===== config.mk =====
export PLATFORM = sky130hd
export DESIGN_NAME = mux4_scan_sequencer
export DESIGN_NICKNAME = d
export VERILOG_FILES = /design/src/rtl/mux4_scan_sequencer.sv
export SDC_FILE = /design/constraint.sdc
export NUM_CORES = 1
export LEC_CHECK = 0
export BUFFER_PORTS_ARGS = -buffer_cell sky130_fd_sc_hd__buf_2
export CAP_MARGIN = 25
export CORE_MARGIN = 8
export CORE_UTILIZATION = 35
export CTS_CLUSTER_DIAMETER = 30
export DETAILED_ROUTE_END_ITERATION = 8
export GPL_ROUTABILITY_DRIVEN = 1
export GPL_TIMING_DRIVEN = 0
export PLACE_DENSITY = 0.66
export REMOVE_ABC_BUFFERS = 1
export SYNTH_ARGS = -nofsm -noshare
export SYNTH_HDL_FRONTEND = slang
export SYNTH_SLANG_ARGS = --single-unit

===== constraint.sdc =====
create_clock -name clk -period 2.2 [get_ports clk]
set_input_delay 0.44 -clock clk [delete_from_list [all_inputs] [get_ports clk]]
set_output_delay 0.44 -clock clk [all_outputs]
set_load 0.05 [all_outputs]

===== src/rtl/mux4_scan_sequencer.sv =====
// mux4_scan_sequencer: round-robin scanner for a 4:1 channel mux.
// Drives the mux select, waits a settle period, captures the mux output,
// and presents it as a tagged sample on a valid/ready interface.
module mux4_scan_sequencer #(
  parameter int WIDTH      = 4,
  parameter int SETTLE_CYC = 2
) (
  input  logic             clk,
  input  logic             rst_n,
  input  logic             en,
  input  logic [3:0]       chan_mask,
  output logic             sel_s0,
  output logic             sel_s1,
  input  logic [WIDTH-1:0] mux_y,
  output logic [WIDTH-1:0] out_data,
  output logic [1:0]       out_chan,
  output logic             out_valid,
  input  logic             out_ready,
  output logic             frame_done,
  output logic             busy
);

  typedef enum logic [1:0] {
    IDLE   = 2'd0,
    SETTLE = 2'd1,
    WAIT   = 2'd2
  } state_t;

  // Counter start value: capture happens when the counter reaches zero,
  // so loading SETTLE_CYC-1 gives SETTLE_CYC cycles of stable select.
  localparam logic [3:0] CNT_LOAD = 4'(SETTLE_CYC - 1);

  state_t           state, state_nxt;
  logic [1:0]       sel, sel_nxt;
  logic [3:0]       cnt, cnt_nxt;
  logic [WIDTH-1:0] data_nxt;
  logic [1:0]       chan_nxt;
  logic             valid_nxt;
  logic             frame_nxt;

  // Lowest-numbered enabled channel (0 when the mask is empty).
  function automatic logic [1:0] lowest_set(input logic [3:0] m);
    lowest_set = 2'd0;
    for (int i = 3; i >= 0; i--) begin
      if (m[i]) lowest_set = 2'(i);
    end
  endfunction

  // Highest-numbered enabled channel; marks the end of a scan frame.
  function automatic logic [1:0] highest_set(input logic [3:0] m);
    highest_set = 2'd0;
    for (int i = 0; i < 4; i++) begin
      if (m[i]) highest_set = 2'(i);
    end
  endfunction

  // Next enabled channel strictly above cur, wrapping to the lowest one.
  function automatic logic [1:0] next_set(input logic [3:0] m, input logic [1:0] cur);
    logic [3:0] above;
    above = m & (4'b1110 << cur);
    next_set = (above != 4'd0) ? lowest_set(above) : lowest_set(m);
  endfunction

  // Next-state and next-register-value logic for the scan FSM.
  always_comb begin
    // NOTE: every signal written here gets a default first, so no path
    // leaves it unassigned and no latch is inferred.
    state_nxt = state;
    sel_nxt   = sel;
    cnt_nxt   = cnt;
    data_nxt  = out_data;
    chan_nxt  = out_chan;
    valid_nxt = out_valid;
    frame_nxt = 1'b0;
    unique case (state)
      IDLE: begin
        if (en && (chan_mask != 4'd0)) begin
          sel_nxt   = lowest_set(chan_mask);
          cnt_nxt   = CNT_LOAD;
          state_nxt = SETTLE;
        end
      end
      SETTLE: begin
        // en is deliberately ignored: a started sample always completes.
        if (cnt == 4'd0) begin
          data_nxt  = mux_y;
          chan_nxt  = sel;
          valid_nxt = 1'b1;
          state_nxt = WAIT;
        end else begin
          cnt_nxt = cnt - 4'd1;
        end
      end
      WAIT: begin
        if (out_valid && out_ready) begin
          valid_nxt = 1'b0;
          // Frame ends when the accepted channel is at or past the top
          // enabled channel of the mask seen on this very edge.
          frame_nxt = (chan_mask != 4'd0) && (sel >= highest_set(chan_mask));
          if (en && (chan_mask != 4'd0)) begin
            sel_nxt   = next_set(chan_mask, sel);
            cnt_nxt   = CNT_LOAD;
            state_nxt = SETTLE;
          end else begin
            state_nxt = IDLE;
          end
        end
      end
      default: state_nxt = IDLE;
    endcase
  end

  // State and datapath registers with synchronous active-low reset.
  always_ff @(posedge clk) begin
    // NOTE: sequential state uses non-blocking assignments so every
    // register samples the pre-edge values regardless of statement order.
    if (!rst_n) begin
      state      <= IDLE;
      sel        <= 2'd0;
      cnt        <= 4'd0;
      out_data   <= '0;
      out_chan   <= 2'd0;
      out_valid  <= 1'b0;
      frame_done <= 1'b0;
    end else begin
      state      <= state_nxt;
      sel        <= sel_nxt;
      cnt        <= cnt_nxt;
      out_data   <= data_nxt;
      out_chan   <= chan_nxt;
      out_valid  <= valid_nxt;
      frame_done <= frame_nxt;
    end
  end

  assign sel_s1 = sel[1];
  assign sel_s0 = sel[0];
  assign busy   = (state != IDLE);

endmodule


==> results of run 1 <==
[cells by family (layout without fill, tap and decap cells)]
logic type,Yosys count,in the layout,synth area share
and+or+nand+nor,36,36,0.205
adders and majority gates,8,8,0.105
AOI/OAI and AO/OA,27,27,0.204
DFF,16,16,0.335
muxes,8,8,0.0837
buffers and inverters,14,36,0.0680
[state kept, by name (all words and copies together), names as in the netlist]
signal and cells:
cnt 4, out_data 4, sel 2, state 2
out_chan 2, frame_done 1, out_valid 1
[metal layers]
layer  vias to the layer above  track usage  part of all wire
met1                       385        0.122              0.50
met3                         2       0.0278             0.047
met5                         -            0                 0
met4                         0       0.0486            0.0051
li1                        433            -                 -
met2                        20        0.144              0.44
[critical path: cells and delay by family (launching register included)]
family     cells  cell delay [ps]
fa+ha+maj      1              220
buf+inv        3              430
flops          1              400
[stage by stage]
step | utilization | hold WS [ps]
floorplan | - | 461
global placement | 0.401 | 470
detailed placement | 0.401 | 478
CTS | 0.415 | 378
global route | 0.415 | 392
finish | 0.415 | 385
[power groups by stage]
stage               registers [mW]  clock network (mW)  logic, mW
global placement             0.382                   0      0.457
floorplan                    0.459                   0      0.288
CTS                          0.381               0.202      0.471
global route                 0.388               0.214      0.511
finish                       0.380               0.195      0.469
detailed placement           0.386                   0      0.469
[final timing paths]
kind / startpoint / endpoint / slack, ps / depth (start not counted)
setup / recovery: state[0]$_SDFFE_PN0P_ / busy / 420 / 4
hold / removal: mux_y[1] / out_data[1]$_SDFFE_PN0P_ / 380 / 3
setup reg to reg: state[0]$_SDFFE_PN0P_ / state[0]$_SDFFE_PN0P_ / 460 / 5
hold reg to reg: cnt[1]$_SDFFE_PN0P_ / cnt[1]$_SDFFE_PN0P_ / 500 / 2
[layout make-up]
cell class              instances  area, µm²
clock buffers                   4       36.3
fillers                       274       1570
inverters                      10       37.5
multi-input cells              79        572
flip-flops and latches         16        320
well taps                      31       38.8
repair buffers                 22        110
[cell usage in the layout, fill, tap and decap left out, types with 2 or more instances in the layout]
cell	Yosys	final
buf_2	1	22
dfxtp_1	16	16
nor2_1	11	11
inv_1	10	10
mux2i_1	8	8
ha_1	8	8
nand2_1	7	7
o21ai_0	5	5
a21oi_1	4	4
nor2b_1	3	3
clkbuf_4	0	3
a21o_1	2	2
nand3_1	2	2
nor3_1	2	2
o211ai_1	2	2
nand4_1	2	2
a31oi_1	2	2
==> metrics, run 1 <==
Die H 68.3 µm; Post-synth EDFFs 0; fin area 1110 µm²; Remaining DRCs 0; Worst path slowest cell dfxtp_1; CTS tree done; Warnings, synthesis 0; Place WS 479 ps; syn_area_per_cell 8.78 µm²; Final Hold Vio Count 0; final number of max-transition violations 0; GRT Overall Usage 0.0959; most numerous cell on the critical path inv_1; dpl cell area 1080 µm²; row count 19; sequential-to-total area share from yosys stat 0.335; crit path kind reg2out; RSZ-0062 raised after global routing no; top-count cell post-synth dfxtp_1; grt total ovfl 0; 1st-iter DRT viols 18; nets@finish 152; HPWL after detailed placement 1640 µm; diode count 0; Setup WS post-layout 424 ps; P&R area growth vs syn 16.5%; Num CTS Buffers 3; Int Pwr 0.611 mW; Tcrit/Tclk final 0.807; first-pass GRT wire length 3530 µm; Comb pwr share 0.450; Tmin final 1780 ps; Final Power 1.04 mW; Yosys cell types 38; Hold/Removal Path Class in2reg; placed cell count 158; Synth Flop Type dfxtp_1; Initial Util 0.356; # Max-Cap Violations 0; layout cells sized above 1 0.237; Post-Route WL 2140 µm; DR vias/cell 5.19; # setup viols final 0; VDD IR-drop max 0.520 mV; GPL Wtd Cong 0.779; Critical Path AT 1340 ps; Reg clk slew, reported paths 100 ps; Flop pwr share 0.364; Cells after Synth 109; critical path, cell by cell inv_1, ha_1, inv_1, buf_2; FMAX 563 MHz; Crit path required time 1760 ps; Hold Buf Count CTS 0; drt wl/cell 13.2 µm; clk_skew 3.50 ps; crit start category register; Non-Filler Instances 162; vias 840; Routed Antenna Nets 0; port bufs 22; status finished, final reports clean; vias in the first global route 839; CP Max Fanout 4; Boundary Pins 23; Die W 68.3 µm; Final TNS setup 0 ps; Critical Path Sink Type output pin; Seq cells post-synth 16; initial antenna violation count 0; worst-skew pair later-pin latency 280 ps; switching power share of the total 0.415; Slew Limit Headroom 0.713; Post-synth top cells dfxtp_1, nor2_1, inv_1; pwr/cell area 937 nW/µm²; worst-margin pin slew 427 ps; top cells by area, synth dfxtp_1, ha_1, mux2i_1, nor2_1, inv_1; Async S/R FF share, synth 0; Pleak 0.486 nW; dominant cell type by area after synthesis dfxtp_1; Post-CTS Setup Bufs 0; Clock power frac 0.187; post-CTS sizing 0; Sinks on Clock Net 16; Pre-antenna DRT Iters 4; CTS root buf clkbuf_4; Clock Tree Buf Depth 2; Psw 0.433 mW; share of the synthesized area in the top cell type 0.335; die area 4660 µm²; post-synth design cell area 957 µm²; slowest stage delay, CP 400 ps; largest net degree at the start of global routing 13; H-tree levels 1; core box area 2690 µm²
No activity file was read; power rests on OpenSTA's default activity.
==> run 2, diff against run 1 <==
--- a/config.mk
+++ b/config.mk
@@ -13,7 +13,7 @@
 export DETAILED_ROUTE_END_ITERATION = 8
 export GPL_ROUTABILITY_DRIVEN = 1
 export GPL_TIMING_DRIVEN = 0
-export PLACE_DENSITY = 0.66
+export PLACE_DENSITY = 0.68
 export REMOVE_ABC_BUFFERS = 1
 export SYNTH_ARGS = -nofsm -noshare
 export SYNTH_HDL_FRONTEND = slang
==> constraint.sdc (replaced) <==
create_clock -name clk -period 1.5 [get_ports clk]
set_input_delay 0.3 -clock clk [delete_from_list [all_inputs] [get_ports clk]]
set_output_delay 0.3 -clock clk [all_outputs]
set_load 0.05 [all_outputs]
==> metrics, run 2 (same netlist as run 1, synthesis figures left out) <==
GRT Overall Usage 0.110 (+0.0137); Worst R2R End state[1]$_SDFFE_PN0P_; Slew Limit Headroom 0.702 (-0.0113); R2R Setup Slk -50 ps (-510 ps); DR vias/cell 5.44 (+5.0%); critical path, cell by cell inv_4, ha_4, nand2b_4, o21a_4, nor3_1, mux2i_1; failing checks negative setup slack; # Max-Cap Violations 0 (unchanged); final number of max-transition violations 0 (unchanged); nets@finish 156 (+2.6%); top flop regs cnt: 4 flops, out_data: 4 flops; HPWL after detailed placement 1660 µm (+0.88%); Crit path required time 1730 ps (-30 ps); CTS tree done; Routed Antenna Nets 0 (unchanged); grt total ovfl 0 (unchanged); P&R area growth vs syn 28.8%; worst-margin pin slew 444 ps (+17.3 ps); Worst path slowest cell nor3_1; diode count 0 (unchanged); Int Pwr 0.954 mW (+56%); hold wc startpoint mux_y[2]; Final Hold Vio Count 0 (unchanged); vias in the first global route 908 (+8.2%); Tcrit/Tclk final 1.03; Pre-antenna DRT Iters 4 (unchanged); leading cell type in the layout, fill and taps excluded buf_2; FMAX 645 MHz; Final Power 1.66 mW (+59%); vias 898 (+6.9%); worst hold endpoint out_data[2]$_SDFFE_PN0P_; drt wl/cell 14.1 µm (+6.6%); Comb pwr share 0.512 (+0.062); GPL Wtd Cong 0.861 (+10%); clk_skew 6.96 ps (+3.47 ps); Final TNS setup -71.3 ps (-71.3 ps); Critical Path Sink Type register; switching power share of the total 0.424 (+0.00876); CP Max Fanout 6 (+2); crit path kind reg2reg; # setup viols final 2 (+2); Psw 0.702 mW (+62%); Post-Route WL 2330 µm (+8.6%); core box area 2690 µm² (unchanged); RR Startpoint cnt[0]$_SDFFE_PN0P_; Initial Util 0.356 (unchanged); Remaining DRCs 0 (unchanged); largest net degree at the start of global routing 13 (unchanged); most frequent cells in the layout buf_2, dfxtp_1, nor2_1, mux2i_1, nand2_1; Flop pwr share 0.348 (-0.016); layout cells sized above 1 0.388 (+0.151); Hold/Removal Path Class in2reg; RSZ-0062 raised after global routing yes; Critical Path AT 1780 ps (+440 ps); slowest stage delay, CP 390 ps (about the same); crit start category register; critical path's top delay family simple AND/OR/NAND/NOR gates; Num CTS Buffers 3 (unchanged); first-pass GRT wire length 3920 µm (+11%); Place WS -240 ps (-718 ps); 1st-iter DRT viols 29 (+11); row count 19 (unchanged); pwr/cell area 1340 nW/µm² (+43%); port bufs 22 (unchanged); Hold Buf Count CTS 0 (unchanged); VDD IR-drop max 0.753 mV (+45%); Setup WS post-layout -51.3 ps (-476 ps); Tmin final 1550 ps; Boundary Pins 23 (unchanged); Clock power frac 0.141 (-0.046); CTS root buf clkbuf_4; die area 4660 µm² (unchanged); Die H 68.3 µm (unchanged); initial antenna violation count 0 (unchanged); Pleak 0.517 nW (+6.4%); FILL cells 257 (-6.2%); Clock Tree Buf Depth 2 (unchanged); WP buf/inv 1 (-2); Register-to-Register Path Depth 6 (+1); worst-skew pair later-pin latency 300 ps (+20 ps); Sinks on Clock Net 16 (unchanged); H-tree levels 1 (unchanged); hold depth 3 (unchanged); Die W 68.3 µm (unchanged); Reg clk slew, reported paths 90 ps (about the same); status finished, violations left
==> run 2: changes by cell type in the layout (fill, tap and decap cells not counted), sizes merged <==
cell / previous run / this run
clkbuf: 4 / 3
buf: 22 / 26
==> run 2: layout make-up <==
cell class,instances,area [µm²],share of cell area
clock buffers,3,22.5,0.0183
inverters,10,40.0,0.0325
multi-input cells,79,651,0.528
flip-flops and latches,16,330,0.268
well taps,31,38.8,0.0315
repair buffers,26,150,0.122
==> run 2: worst max path at each step <==
stage | startpoint | to | slack (ps) | cells after the start
floorplan | out_valid$_SDFFE_PN0P_ | state[0]$_SDFFE_PN0P_ | -160 | 3
global placement | state[0]$_SDFFE_PN0P_ | state[0]$_SDFFE_PN0P_ | -210 | 5
detailed placement | state[0]$_SDFFE_PN0P_ | state[0]$_SDFFE_PN0P_ | -240 | 5
CTS | cnt[0]$_SDFFE_PN0P_ | state[0]$_SDFFE_PN0P_ | -20 | 6
global route | cnt[0]$_SDFFE_PN0P_ | state[1]$_SDFFE_PN0P_ | -120 | 6
finish | cnt[0]$_SDFFE_PN0P_ | state[1]$_SDFFE_PN0P_ | -50 | 6
==> run 2: what timing repair did <==
item / CTS / global route
endpoints found under the setup margin: 16 / 9
pin swaps: 3 / 4
gates resized for setup: 21 / 10
setup buffers: 3 / 1
==> run 2: power by group through the flow <==
stage | Clock [mW] | Sequential (mW) | Combinational (mW)
2_1_floorplan | 0 | 0.673 | 0.422
3_3_place_gp | 0 | 0.559 | 0.672
3_5_place_dp | 0 | 0.564 | 0.690
4_1_cts | 0.243 | 0.564 | 0.780
5_1_grt | 0.258 | 0.589 | 0.927
6_report | 0.233 | 0.576 | 0.847
==> run 2: layer usage <==
layer	global-route usage	routed length (µm)	part of all wire	up-vias
met5	0	0	0	-
met4	0.0742	59	0.025	0
met3	0.0327	177	0.076	5
met2	0.170	1080	0.46	35
met1	0.127	1020	0.44	415
li1	-	-	-	443
==> run 2: tightest hold or removal path: cells and delay by family <==
family | cells | cell delay [ps]
multiplexers | 1 | 50
buffers and inverters | 1 | 70
AND/OR/NAND/NOR | 1 | 70
==> run 2: per-stage QoR <==
step	area [µm²]	std cells	util	hold WS [ps]
floorplan	930	105	-	435
global placement	1080	158	0.401	471
detailed placement	1080	158	0.401	484
CTS	1180	164	0.439	233
global route	1230	165	0.459	252
finish	1230	165	0.459	241
==> run 3, diff against run 2 <==
==> constraint.sdc (replaced) <==
create_clock -name clk -period 1.3 [get_ports clk]
set_input_delay 0.26 -clock clk [delete_from_list [all_inputs] [get_ports clk]]
set_output_delay 0.26 -clock clk [all_outputs]
set_load 0.05 [all_outputs]
==> metrics, run 3 (same netlist as run 1, synthesis figures left out) <==
status finished, violations left; failing checks negative setup slack; core box area 2690 µm² (unchanged); GRT Overall Usage 0.119 (+0.00933); nets@finish 164 (+5.1%); VDD IR-drop max 0.783 mV (+4.0%); Pre-antenna DRT Iters 4 (unchanged); Hold/Removal Path Class in2reg; die area 4660 µm² (unchanged); final number of max-transition violations 0 (unchanged); top flop regs cnt: 4 flops, out_data: 4 flops; CTS root buf clkbuf_4; critical path, cell by cell inv_4, ha_4, a21boi_2, or4_4, o22ai_2; Clock Tree Buf Depth 2 (unchanged); vias in the first global route 1008 (+11%); Reg clk slew, reported paths 100 ps (about the same); Psw 0.888 mW (+27%); Flop pwr share 0.317 (-0.031); slowest stage delay, CP 520 ps (+130 ps); FMAX 657 MHz (+2.0%); crit path kind reg2reg; RSZ-0062 raised after global routing yes; largest net degree at the start of global routing 13 (unchanged); switching power share of the total 0.421 (-0.00313); Sinks on Clock Net 16 (unchanged); Final Hold Vio Count 0 (unchanged); drt wl/cell 15.3 µm (+8.2%); Critical Path Sink Type register; pwr/cell area 1550 nW/µm² (+15%); Num CTS Buffers 3 (unchanged); placed cell count 158 (unchanged); Routed Antenna Nets 0 (unchanged); leading cell type in the layout, fill and taps excluded buf_2; Initial Util 0.356 (unchanged); diode count 0 (unchanged); H-tree levels 1 (unchanged); Boundary Pins 23 (unchanged); # setup viols final 16 (+14); Comb pwr share 0.550 (+0.038); Die W 68.3 µm (unchanged); layout cells sized above 1 0.486 (+0.0979); HPWL after detailed placement 1660 µm (unchanged); 1st-iter DRT viols 19 (-34%); post-layout util 0.507 (+0.0480); vias 941 (+4.8%); Worst path slowest cell or4_4; Setup WS post-layout -221 ps (-170 ps); Slew Limit Headroom 0.721 (+0.0196); Post-Route WL 2640 µm (+13%); Tcrit/Tclk final 1.17 (+0.136); initial antenna violation count 0 (unchanged); most frequent cells in the layout buf_2, buf_4, nor2_1, dfxtp_1, mux2i_1; Non-Filler Instances 173 (+4.8%); DR vias/cell 5.44 (about the same); grt total ovfl 0 (unchanged); Critical Path AT 1750 ps (-30 ps); port bufs 22 (unchanged); worst-margin pin slew 415 ps (-29.1 ps); # Max-Cap Violations 0 (unchanged); first-pass GRT wire length 4280 µm (+9.2%); clk_skew 8.78 ps (+1.82 ps); GPL Wtd Cong 0.861 (unchanged); row count 19 (unchanged); Remaining DRCs 0 (unchanged); Pleak 0.581 nW (+12%); Int Pwr 1.22 mW (+28%); crit start category register; CP Max Fanout 5 (-1); CTS tree done; Die H 68.3 µm (unchanged); worst-skew pair later-pin latency 300 ps (about the same); Crit path required time 1530 ps (-200 ps); P&R area growth vs syn 42.2%; Tmin final 1520 ps (-30.4 ps); Clock power frac 0.133 (-0.008)
[run 3: changes by cell type in the layout (fill, tap and decap cells not counted), moves of 2 or more]
cell / change
inv_2: -2
inv_4: +2
buf_6: +3
dfxtp_2: +2
dfxtp_1: -2
buf_4: +7
buf_2: -2
[run 3: cell type report]
| class | count | area, µm² |
|---|---|---|
| clock buffers | 3 | 22.5 |
| flip-flops and latches | 16 | 333 |
| multi-input cells | 79 | 696 |
| fillers | 240 | 1330 |
| inverters | 10 | 45.0 |
| well taps | 31 | 38.8 |
| repair buffers | 34 | 226 |
[run 3: worst paths after layout]
kind                            start                        to  slack (ps)  cells after the start
min                          mux_y[0]  out_data[0]$_SDFFE_PN0P_         200                      3
min reg2reg  out_chan[0]$_SDFFE_PN0P_  out_chan[0]$_SDFFE_PN0P_         500                      2
max reg2reg     state[0]$_SDFFE_PN0P_     state[0]$_SDFFE_PN0P_        -220                      5
max             state[0]$_SDFFE_PN0P_     state[0]$_SDFFE_PN0P_        -220                      5
[run 3: per-layer routing]
| layer | GRT usage | vias to the layer above | wire length, µm |
|---|---|---|---|
| met4 | 0.0818 | 0 | 83 |
| met5 | 0 | - | 0 |
| li1 | - | 464 | - |
| met2 | 0.191 | 20 | 1310 |
| met1 | 0.133 | 450 | 1120 |
| met3 | 0.0344 | 7 | 131 |
[run 3: worst max-delay path, delay by kind of cell, from the launching register on]
family,cells,cell delay [ps]
AO/OA/AOI/OAI,2,330
buffers and inverters,1,50
AND/OR/NAND/NOR,1,520
flip-flops,1,390
adder cells (fa/ha/maj),1,170
[run 3: through the flow]
step | hold slack (ps) | instance area [µm²] | setup WS, ps | power [mW] | setup TNS (ps)
2_1_floorplan | 395 | 930 | -357 | 1.26 | -2200
3_3_place_gp | 471 | 1080 | -411 | 1.42 | -3890
3_5_place_dp | 484 | 1080 | -440 | 1.45 | -4470
4_1_cts | 193 | 1310 | -224 | 2.00 | -1330
5_1_grt | 212 | 1360 | -260 | 2.24 | -2790
6_report | 197 | 1360 | -221 | 2.11 | -1850
[run 3: power by group through the flow]
stage | Combinational [mW] | Clock (mW) | Sequential [mW]
after floorplan | 0.487 | 0 | 0.776
after global placement | 0.775 | 0 | 0.645
after detailed placement | 0.796 | 0 | 0.650
after CTS | 1.06 | 0.281 | 0.662
after global routing | 1.26 | 0.301 | 0.681
final | 1.16 | 0.280 | 0.669
[run 3: what timing repair did]
action                     CTS  global route
setup endpoints to repair   17            18
buffers inserted             9             3
pin swaps                   15             5
hold buffers                 0             0
resized for setup           41            10
